File: src/rtl/instr_fetch_unit.sv
// instr_fetch_unit: single-issue instruction fetch FSM (IDLE/REQ/VALID/HALT) with PC, IR and branch redirect.
// Optional macro FETCH_HALT_ON_ZERO_EN: an all-zero fetched word parks the unit in HALT until reset.
module instr_fetch_unit #(
    parameter int                       DATAWIDTH_BUS = 32,
    parameter logic [DATAWIDTH_BUS-1:0] RESET_PC      = 32'h0000_0800
) (
    input  logic                     CLOCK_50,
    input  logic                     RESET_n,
    input  logic                     Fetch_Enable,
    output logic                     RD,
    output logic                     WR,
    output logic [DATAWIDTH_BUS-1:0] BusDirecciones,
    input  logic [DATAWIDTH_BUS-1:0] BusDatos,
    output logic [DATAWIDTH_BUS-1:0] IR,
    output logic                     IR_Valid,
    input  logic                     IR_Ack,
    input  logic                     Branch_Taken,
    input  logic [21:0]              Branch_Disp,
    output logic [DATAWIDTH_BUS-1:0] PC,
    output logic                     Halted
);
    typedef enum logic [1:0] {IDLE, REQ, VALID, HALT} state_t;

    state_t                   state_q, state_d;
    logic [DATAWIDTH_BUS-1:0] pc_q, pc_d;
    logic [DATAWIDTH_BUS-1:0] ir_q, ir_d;
    logic [DATAWIDTH_BUS-1:0] addr_q, addr_d;
    logic                     rd_q, rd_d;
    logic [DATAWIDTH_BUS-1:0] disp_ext;

    assign disp_ext = {{(DATAWIDTH_BUS-22){Branch_Disp[21]}}, Branch_Disp};

    // Next state, PC redirect and IR capture; RD/address are registered from the next state.
    always_comb begin
        state_d = state_q;
        pc_d    = pc_q;
        ir_d    = ir_q;
        case (state_q)
            IDLE: state_d = Fetch_Enable ? REQ : IDLE;
            REQ: begin
                ir_d    = BusDatos;
                state_d = VALID;
`ifdef FETCH_HALT_ON_ZERO_EN
                if (BusDatos == '0) begin
                    ir_d    = '0;
                    state_d = HALT;
                end
`endif
            end
            VALID: begin
                if (IR_Ack) begin
                    pc_d    = Branch_Taken ? pc_q + (disp_ext << 2) : pc_q + DATAWIDTH_BUS'(4);
                    state_d = Fetch_Enable ? REQ : IDLE;
                end
            end
            default: state_d = HALT;
        endcase
        rd_d   = (state_d == REQ);
        addr_d = pc_d;
    end

    // State and datapath registers; reset discards any in-flight fetch.
    always_ff @(posedge CLOCK_50 or negedge RESET_n) begin
        if (!RESET_n) begin
            state_q <= IDLE;
            pc_q    <= RESET_PC;
            ir_q    <= '0;
            addr_q  <= RESET_PC;
            rd_q    <= 1'b0;
        end else begin
            state_q <= state_d;
            pc_q    <= pc_d;
            ir_q    <= ir_d;
            addr_q  <= addr_d;
            rd_q    <= rd_d;
        end
    end

    assign RD             = rd_q;
    assign WR             = 1'b0;
    assign BusDirecciones = addr_q;
    assign IR             = ir_q;
    assign PC             = pc_q;
    assign IR_Valid       = (state_q == VALID);
`ifdef FETCH_HALT_ON_ZERO_EN
    assign Halted         = (state_q == HALT);
`else
    assign Halted         = 1'b0;
`endif
endmodule

File: config.mk
export PLATFORM = sky130hd
export DESIGN_NAME = instr_fetch_unit
export DESIGN_NICKNAME = d
export VERILOG_FILES = /design/src/rtl/instr_fetch_unit.sv
export SDC_FILE = /design/constraint.sdc
export NUM_CORES = 1
export LEC_CHECK = 0
export ABC_AREA = 1
export CAP_MARGIN = 20
export CORE_AREA = 2 2 132 134
export CTS_BUF_LIST = sky130_fd_sc_hd__clkbuf_8
export DETAILED_ROUTE_END_ITERATION = 12
export DIE_AREA = 0 0 134 136
export PLACE_DENSITY_LB_ADDON = 0.1
export SETUP_SLACK_MARGIN = 0.5
export SLEW_MARGIN = 15
export SYNTH_ARGS = -nofsm -noshare
export SYNTH_HDL_FRONTEND = slang
export SYNTH_SLANG_ARGS = --single-unit
File: constraint.sdc
create_clock -name CLOCK_50 -period 2.25 [get_ports CLOCK_50]
set_input_delay 0.3375 -clock CLOCK_50 [delete_from_list [all_inputs] [get_ports CLOCK_50]]
set_output_delay 0.3375 -clock CLOCK_50 [all_outputs]
set_load 0.05 [all_outputs]
### Word level (Yosys, flattened, before mapping)

Cells that the tools add are included.

* bits of input ports: 59
* logic and storage cells: 15
* bits in registers: 67

* reductions and logical operators: 2
* multiplexer cells: 4
* eq/ne operators: 3
* add/subtract/negate cells: 2

Operator list (number)
* $add A32 B3 Y32 const B: 1
* $add A32 B32 Y32: 1
* $mux W32: 1
* $pmux W2 S3: 1
* $eq A2 B1 Y1 const B: 2
* $eq A2 B2 Y1 const B: 1
* $logic_not A2 Y1: 1
* $mux W2: 1
* $reduce_and A2 Y1: 1
* $mux W1: 1

### Longest topological paths before layout

Gate-level depths: netlist of the first run.

* word-level depth: 4
* gate-level depth with buffers: 18
* gate-level depth less buffers: 17

### Least setup slack after synthesis of the first run

No wires, ideal clock.

* path kind: input-to-reg
* start: input port Branch_Taken
* end: register addr_q[26] (netlist: BusDirecciones[26])
* cell stages on the path: 18
* data required time: 2.132 ns
* buffers on the path: 2
* path slack: -0.060 ns
* library setup time: 0.118 ns
* arrival time: 2.191 ns
* path through: buf_6 clkbuf_1 nand2_1 ha_1 inv_1 fa_1 inv_1 nand3_1 nand3_1 inv_1 o21bai_1 nand2_1 nand2_1 nand2_1 nand2_1 nand2_1 nand3_1 nand2_1

* cells in the longest elaborated chain, start to end: 1

Ends and longest elaborated chain
* start, declared: RTL line 17 `input logic Branch_Taken,`
* $mux W32: RTL line 52 `pc_d = Branch_Taken ? pc_q + (disp_ext << 2) : pc_q + DATAWIDTH_BUS'(4);`
* end signal, assigned: RTL line 74 `addr_q <= addr_d;`
* end, declared: RTL line 27 `logic [DATAWIDTH_BUS-1:0] addr_q, addr_d;`

No other way between the ends.
A chain may end at the register's enable or synchronous reset.

==> summary.txt, run 1 <==
Synthesis
  – Syn Inst Count: roughly 680
  – Post-synthesis instance area: around 0.0049 sq mm
  – Number of synthesized flops with an enable pin: 0
  – Synth Register Bits: between 60 and 70
  – Primary FF master, synth: dfrtp_1
  – Seq/Total Area, Yosys: 33.0%
  – Async SR Flop Fraction: 100%
  – Synth warn: 0
  – Synth cell types: 36
  – Mapped Avg Cell Area: 7.32 sq um

Detailed routing
  – Initial drt markers: 169
  – Number of detailed-route iterations in the first pass: 6
  – Routed WL: about 16000 um
  – Remaining antenna violation count after routing: 0
  – Vias per cell: 4.47
  – Vias: 5034
  – DRC viols: 0
  – Wire per inst: approximately 15 um

Cells and area
  – Finished Layout Cells: 1125
  – Final #Nets: 976
  – Antenna Cells: 0
  – Area growth syn-to-layout: 68.6%
  – Share of layout cells above drive strength 1: 41.0%
  – Final core occ: 49.3%
  – Finished Cell Area: roughly 0.0083 sq mm

Timing
  – Setup violators final: 0
  – Slew @ Worst Pin: 0.647 ns
  – Fin. Hold Viols: 0
  – Min Tclk post-route: 1.93 ns
  – Fin. max-slew vios: 0
  – Highest clock rate: 519 MHz
  – Slew HR: 56.9%
  – Hold Slack: 0.499 ns
  – Fin crit share: 85.7%
  – Max Clock Skew: 0.0250 ns
  – RSZ-0062 raised after global routing: true

Clock network
  – CTS H-Tree Depth: 3
  – Clock Latency Late Sink: 0.38 ns
  – CTS max path bufs: 2
  – CTS root buf: clkbuf_8
  – Clock Sinks: 65
  – Total CTS buffers: 9
  – Clock slew seen by the registers of the worst setup and hold paths: 0.10 ns
  – CTS tree: done

Worst hold path
  – Hold endpoint: IR[9]
  – Hold Path Class: reg -> reg
  – Worst Hold Launch: IR[9]
  – Hold depth: 1

Setup path
  – CP Cell Sequence: ha_4 > inv_2 > fa_2 > inv_2 > buf_4 > nand3_2 > nand3_4 > nand2_4 > nand2_4 > nand2_4 > nand2_1 > nand2_1 > nand3_1 > nand2_1
  – Crit path DAT: about 2.2 ns
  – Worst Setup Path Type: reg -> reg
  – WP data required: 2.50 ns
  – R2R Path End: BusDirecciones[24]
  – FF-to-FF Start: BusDirecciones[2]
  – Crit path max-delay family: simple AND/OR/NAND/NOR gates
  – Critical Path Sink Type: register
  – Critical-path maximum fanout: 3
  – WP buf/inv: 3
  – Setup crit start kind: register
  – Worst r2r path cells: 14
  – R2r setup slk: 0.32 ns
  – Highest-delay cell along the critical path: dfrtp_2
  – Max stage delay on crit path: 0.40 ns

Floorplan
  – Die area: about 0.018 sq mm
  – Core Box Area: 0.0169 sq mm
  – Starting density of the core: 29.3%
  – Core Rows: between 40 and 50
  – Die Wd: 134 um
  – # IOs: about 160
  – Die height: 136 um

GRT
  – Global-route wire length before repair: 25700 um
  – Vias in the first global route: 5101
  – Grt ovf: 0
  – Tot GR Track Use: 18.0%
  – Pin count of the biggest net entering global routing: 45
  – Initial antenna violation count: 0

Placement
  – Post-DP Area: 0.00738 sq mm
  – Dpl hpwl: approximately 12000 um
  – Placed Cells: around 1100
  – I/O Buffers: 152
  – Gpl congestion: 0.907

Flow run
  – Max-cap check violation count: 0

Status
  – Status: finished, final reports clean

Pwr
  – Power per cell area: 367 mW/mm^2
  – Total power: 3.05 mW
  – Leakage Power: 4.27 nW
  – Maximum vdd drop: 0.252 mV
[synthesized netlist by cell type, types with 3 or more instances]
| library cell | count | area share, % |
|---|---|---|
| nand2_1 | 214 | 16 |
| inv_1 | 88 | 6.7 |
| dfrtp_1 | 64 | 32 |
| nand3_1 | 50 | 5.1 |
| nor2_1 | 40 | 3.0 |
| buf_4 | 36 | 5.5 |
| mux2_2 | 32 | 7.3 |
| o21ai_0 | 22 | 2.2 |
| a21oi_1 | 21 | 2.1 |
| ha_1 | 21 | 5.3 |
| xnor2_1 | 12 | 2.1 |
| nand2_4 | 8 | 1.8 |
| nor2_2 | 8 | 1.0 |
| inv_2 | 7 | 0.53 |
| clkbuf_1 | 6 | 0.46 |
| nand2_2 | 5 | 0.63 |
| nor3_1 | 4 | 0.41 |
| o21bai_1 | 4 | 0.61 |
| buf_1 | 3 | 0.23 |
| buf_6 | 3 | 0.68 |
| nand3_2 | 3 | 0.61 |
| nand3_4 | 3 | 1.1 |
| nand4_1 | 3 | 0.38 |
| xor2_1 | 3 | 0.53 |
[flip-flops by register name, summed over array words and instances, names as in the netlist]
signal and count:
state_q 2, IR 32, RD 1, BusDirecciones 30
[area by class of cell]
cell class	instances	area, sq um
inverters	96	363
clock inverters	6	90.1
multi-input cells	470	3510
well taps	225	282
fillers	1653	8550
clock buffers	10	138
repair buffers	253	2290
flip-flops and latches	65	1650
[routing by layer]
metal / global-route usage [%] / part of all wire (%) / vias up
met4: 6.03 / 1.8 / 0
met1: 22.4 / 44 / 2356
li1: - / - / 2521
met2: 30.5 / 48 / 134
met5: 0 / 0 / -
met3: 4.47 / 5.8 / 23
[through the flow]
stage	setup WS [ns]	TNS, ns
floorplan	0.124	0
global placement	-0.408	-6.56
detailed placement	-0.403	-6.81
CTS	0.275	0
global route	0.238	0
finish	0.321	0
[cell usage in the layout, fill, tap and decap left out, types with 11 or more instances in the layout]
master and n:
inv_1 72, nand2_4 24, dfrtp_2 12, nand2_1 165, nand3_1 27, nor2_1 23, clkdlybuf4s50_1 51, dfrtp_1 52
nor2_4 11, inv_2 22, mux2_2 32, nor2_2 15, dlygate4sd2_1 75, buf_6 14, buf_4 81, ha_4 20
nand3_2 21, nand2_2 38
[how the worst max path moves through the flow]
stage / slack, ns / endpoint / cells after the start / startpoint
finish: 0.32 / BusDirecciones[24] / 14 / BusDirecciones[2]
global route: 0.24 / BusDirecciones[24] / 14 / BusDirecciones[2]
CTS: 0.27 / BusDirecciones[23] / 14 / Branch_Disp[14]
detailed placement: -0.40 / BusDirecciones[23] / 15 / Branch_Taken
global placement: -0.41 / BusDirecciones[23] / 15 / Branch_Taken
floorplan: 0.12 / BusDirecciones[26] / 18 / Branch_Taken
[power by group]
group / total, mW / internal, mW / leakage (nW) / switching (mW)
logic: 0.637 / 0.278 / 3.36 / 0.358
clock network: 1.21 / 0.658 / 0.113 / 0.548
registers: 1.21 / 1.20 / 0.790 / 0.0140
total: 3.05 / 2.13 / 4.27 / 0.920
[logic make-up (layout without fill, tap and decap cells)]
group                    count (synthesis)  count (layout)  synth area share, %
flip-flops                              65              65                 33.0
AND/OR/NAND/NOR                        344             344                 31.5
AO/OA/AOI/OAI                           51              51                 5.57
other                                    1               6               0.0759
XOR/XNOR                                15              15                 2.66
multiplexers                            32              32                 7.29
adder cells (fa/ha/maj)                 22              22                 5.72
buffers and inverters                  145             365                 14.2
[timing repair]
item / CTS / global route
cloned: 1 / 0
hold endpoints to repair: 1 / 0
setup endpoints to repair: 121 / 41
pin swaps: 55 / 41
gates resized for setup: 240 / 68
setup buffers: 16 / 12
hold buffers: 1 / 0
Note: power is estimated with default switching activity, not from simulation.
==> run 2, diff against run 1 <==
Settings changed: CORE_AREA 2 2 132 134 to 2 2 105 107, DIE_AREA 0 0 134 136 to 0 0 107 109, MAX_ROUTING_LAYER from default to met4.
==> run 2 against run 1 <==
Power down 5.0%. Wire length up 5.4%. Worst setup slack worse by 0.14 ns.
==> summary.txt, run 2 (synthesized netlist as in run 1, its figures left out) <==
Clock network
  – Total CTS buffers: 9 (unchanged)
  – CTS max path bufs: 2 (unchanged)
  – Clock Latency Late Sink: 0.36 ns (-0.02 ns)
  – Clock Sinks: 65 (unchanged)
  – CTS H-Tree Depth: 3 (unchanged)
  – CTS root buf: clkbuf_8
  – CTS tree: done
  – Clock slew seen by the registers of the worst setup and hold paths: 0.09 ns (about the same)

Floorplan
  – # IOs: 159 (unchanged)
  – Core Rows: 38 (-21%)
  – Die area: 0.0117 sq mm (-36%)
  – Core Box Area: 0.0106 sq mm (-37%)
  – Die height: 109 um (-20%)
  – Die Wd: 107 um (-20%)
  – Starting density of the core: 46.6% (+17 points)

GRT
  – Tot GR Track Use: 29.0% (+11 points)
  – Global-route wire length before repair: 25500 um (-0.94%)
  – Vias in the first global route: 5337 (+4.6%)
  – Pin count of the biggest net entering global routing: 48 (+6.7%)
  – Initial antenna violation count: 0 (unchanged)
  – Grt ovf: 0 (unchanged)

Cells and area
  – FF+latch area: 0.00165 sq mm (unchanged)
  – Most common cell after layout, fill and taps aside: nand2_1
  – Area growth syn-to-layout: 67.9%
  – Antenna Cells: 0 (unchanged)
  – Most frequent cells in the layout: 165 x nand2_1, 93 x buf_4, 89 x dlygate4sd2_1
  – Final #Nets: 992 (+1.6%)
  – Finished Layout Cells: 1056 (-6.1%)
  – Multi-input logic area: 0.00350 sq mm (-0.43%)
  – Share of layout cells above drive strength 1: 40.9% (-0.061 points)
  – Fillers: 723 (-56%)
  – Max reg flops: 32 (unchanged)

Timing
  – Fin crit share: 92.1% (+6.3 points)
  – Highest clock rate: 483 MHz (-6.9%)
  – Setup violators final: 0 (unchanged)
  – PnR worst setup slack: 0.179 ns (-0.143 ns)
  – Min Tclk post-route: 2.07 ns (+0.143 ns)
  – Slew HR: 62.7% (+5.8 points)
  – Final total negative setup slack: 0 ns (unchanged)
  – Fin. max-slew vios: 0 (unchanged)
  – RSZ-0062 raised after global routing: true
  – Max Clock Skew: 0.0145 ns (-0.0105 ns)
  – Slew @ Worst Pin: 0.560 ns (-0.0869 ns)
  – Fin. Hold Viols: 0 (unchanged)

Worst hold path
  – Hold Path Class: in -> async

Setup path
  – WP data required: 2.50 ns (about the same)
  – Critical Path Sink Type: register
  – Setup crit start kind: register
  – Worst Setup Path Type: reg -> reg
  – R2r setup slk: 0.18 ns (-0.14 ns)
  – Critical-path maximum fanout: 4 (+1)
  – Crit path DAT: 2.32 ns (+0.14 ns)

Placement
  – Placed Cells: 1003 (-7.0%)
  – Gpl congestion: 0.947 (+4.4%)
  – Dpl hpwl: 11300 um (-5.7%)
  – I/O Buffers: 152 (unchanged)
  – Dpl ws: -0.395 ns (+0.00831 ns)

Status
  – Status: finished, final reports clean

Detailed routing
  – Vias: 5380 (+6.9%)
  – Number of detailed-route iterations in the first pass: 5 (-1)
  – Routed WL: 17200 um (+5.4%)
  – Vias per cell: 5.09 (+14%)
  – Remaining antenna violation count after routing: 0 (unchanged)
  – DRC viols: 0 (unchanged)
  – Wire per inst: 16.3 um (+12%)
  – Initial drt markers: 252 (+49%)

Flow run
  – Max-cap check violation count: 0 (unchanged)

Pwr
  – Leakage Power: 4.37 nW (+2.4%)
  – Power per cell area: 350 mW/mm^2 (-4.6%)
  – Maximum vdd drop: 0.349 mV (+39%)
-- run 2: cell types whose count changed in the layout (fill, tap and decap cells not counted), moves of 4 or more --
cell,change
inv_1,-4
dlymetal6s2s_1,+5
clkdlybuf4s15_1,-5
inv_2,+5
clkdlybuf4s50_1,-7
buf_4,+12
clkdlybuf4s15_2,-5
buf_6,+6
nand3_2,-5
dlygate4sd2_1,+14
-- run 2: metal layers --
metal / vias up / wire length [um] / track usage [%]
met1: 2503 / 6690 / 33.5
met5: - / 0 / -
met2: 256 / 8370 / 49.3
met3: 67 / 1290 / 5.86
li1: 2554 / - / -
met4: 0 / 874 / 12.4
-- run 2: cell type report --
cell class | count | share of cell area, %
sequential | 65 | 19.9
multi-input combinational | 470 | 42.2
tap | 140 | 2.11
clock buffer | 9 | 1.49
inverter | 96 | 4.38
clock inverter | 7 | 0.860
timing repair buffer | 269 | 29.1
-- run 2: stage by stage --
| stage | total power [mW] | cell area [sq um] | util (%) | hold WS [ns] |
|---|---|---|---|---|
| after global placement | 1.83 | 7330 | 69.2 | 0.348 |
| after detailed placement | 1.84 | 7330 | 69.2 | 0.349 |
| after global routing | 3.00 | 8290 | 78.2 | 0.524 |
| final | 2.90 | 8290 | 78.2 | 0.493 |
| after floorplan | 1.58 | 5390 | - | 0.0419 |
| after CTS | 2.90 | 7960 | 75.1 | 0.496 |
-- run 2: worst paths after layout --
kind / from / endpoint / cells after the start
max: BusDirecciones[11] / BusDirecciones[18] / 11
min: RESET_n / BusDirecciones[8] / 2
max reg2reg: BusDirecciones[11] / BusDirecciones[18] / 11
min reg2reg: IR[3] / IR[3] / 1
max in group asynchronous: RESET_n / BusDirecciones[3] / 3
min in group CLOCK_50: IR[3] / IR[3] / 1
-- run 2: power by group --
group,switching (mW),internal [mW]
Clock,0.530,0.512
Sequential,0.0135,1.20
Combinational,0.367,0.284
Total,0.910,1.99
-- run 2: what timing repair did --
action	CTS	global route
setup buffers	15	19
hold buffers	1	0
pin swaps	76	60
gates resized for setup	226	72
hold endpoints to repair	17	0
endpoints found under the setup margin	121	34
cloned	2	0
-- run 2: critical path: stages (launching register included) --
cell	delay [ns]
dfstp_4	0.64
ha_4	0.24
nand2_4	0.08
nand2_4	0.06
a21oi_4	0.15
nor2_1	0.07
nor2_1	0.16
nand2_2	0.09
buf_6	0.12
or2_4	0.23
nand3_2	0.06
nand2_1	0.06
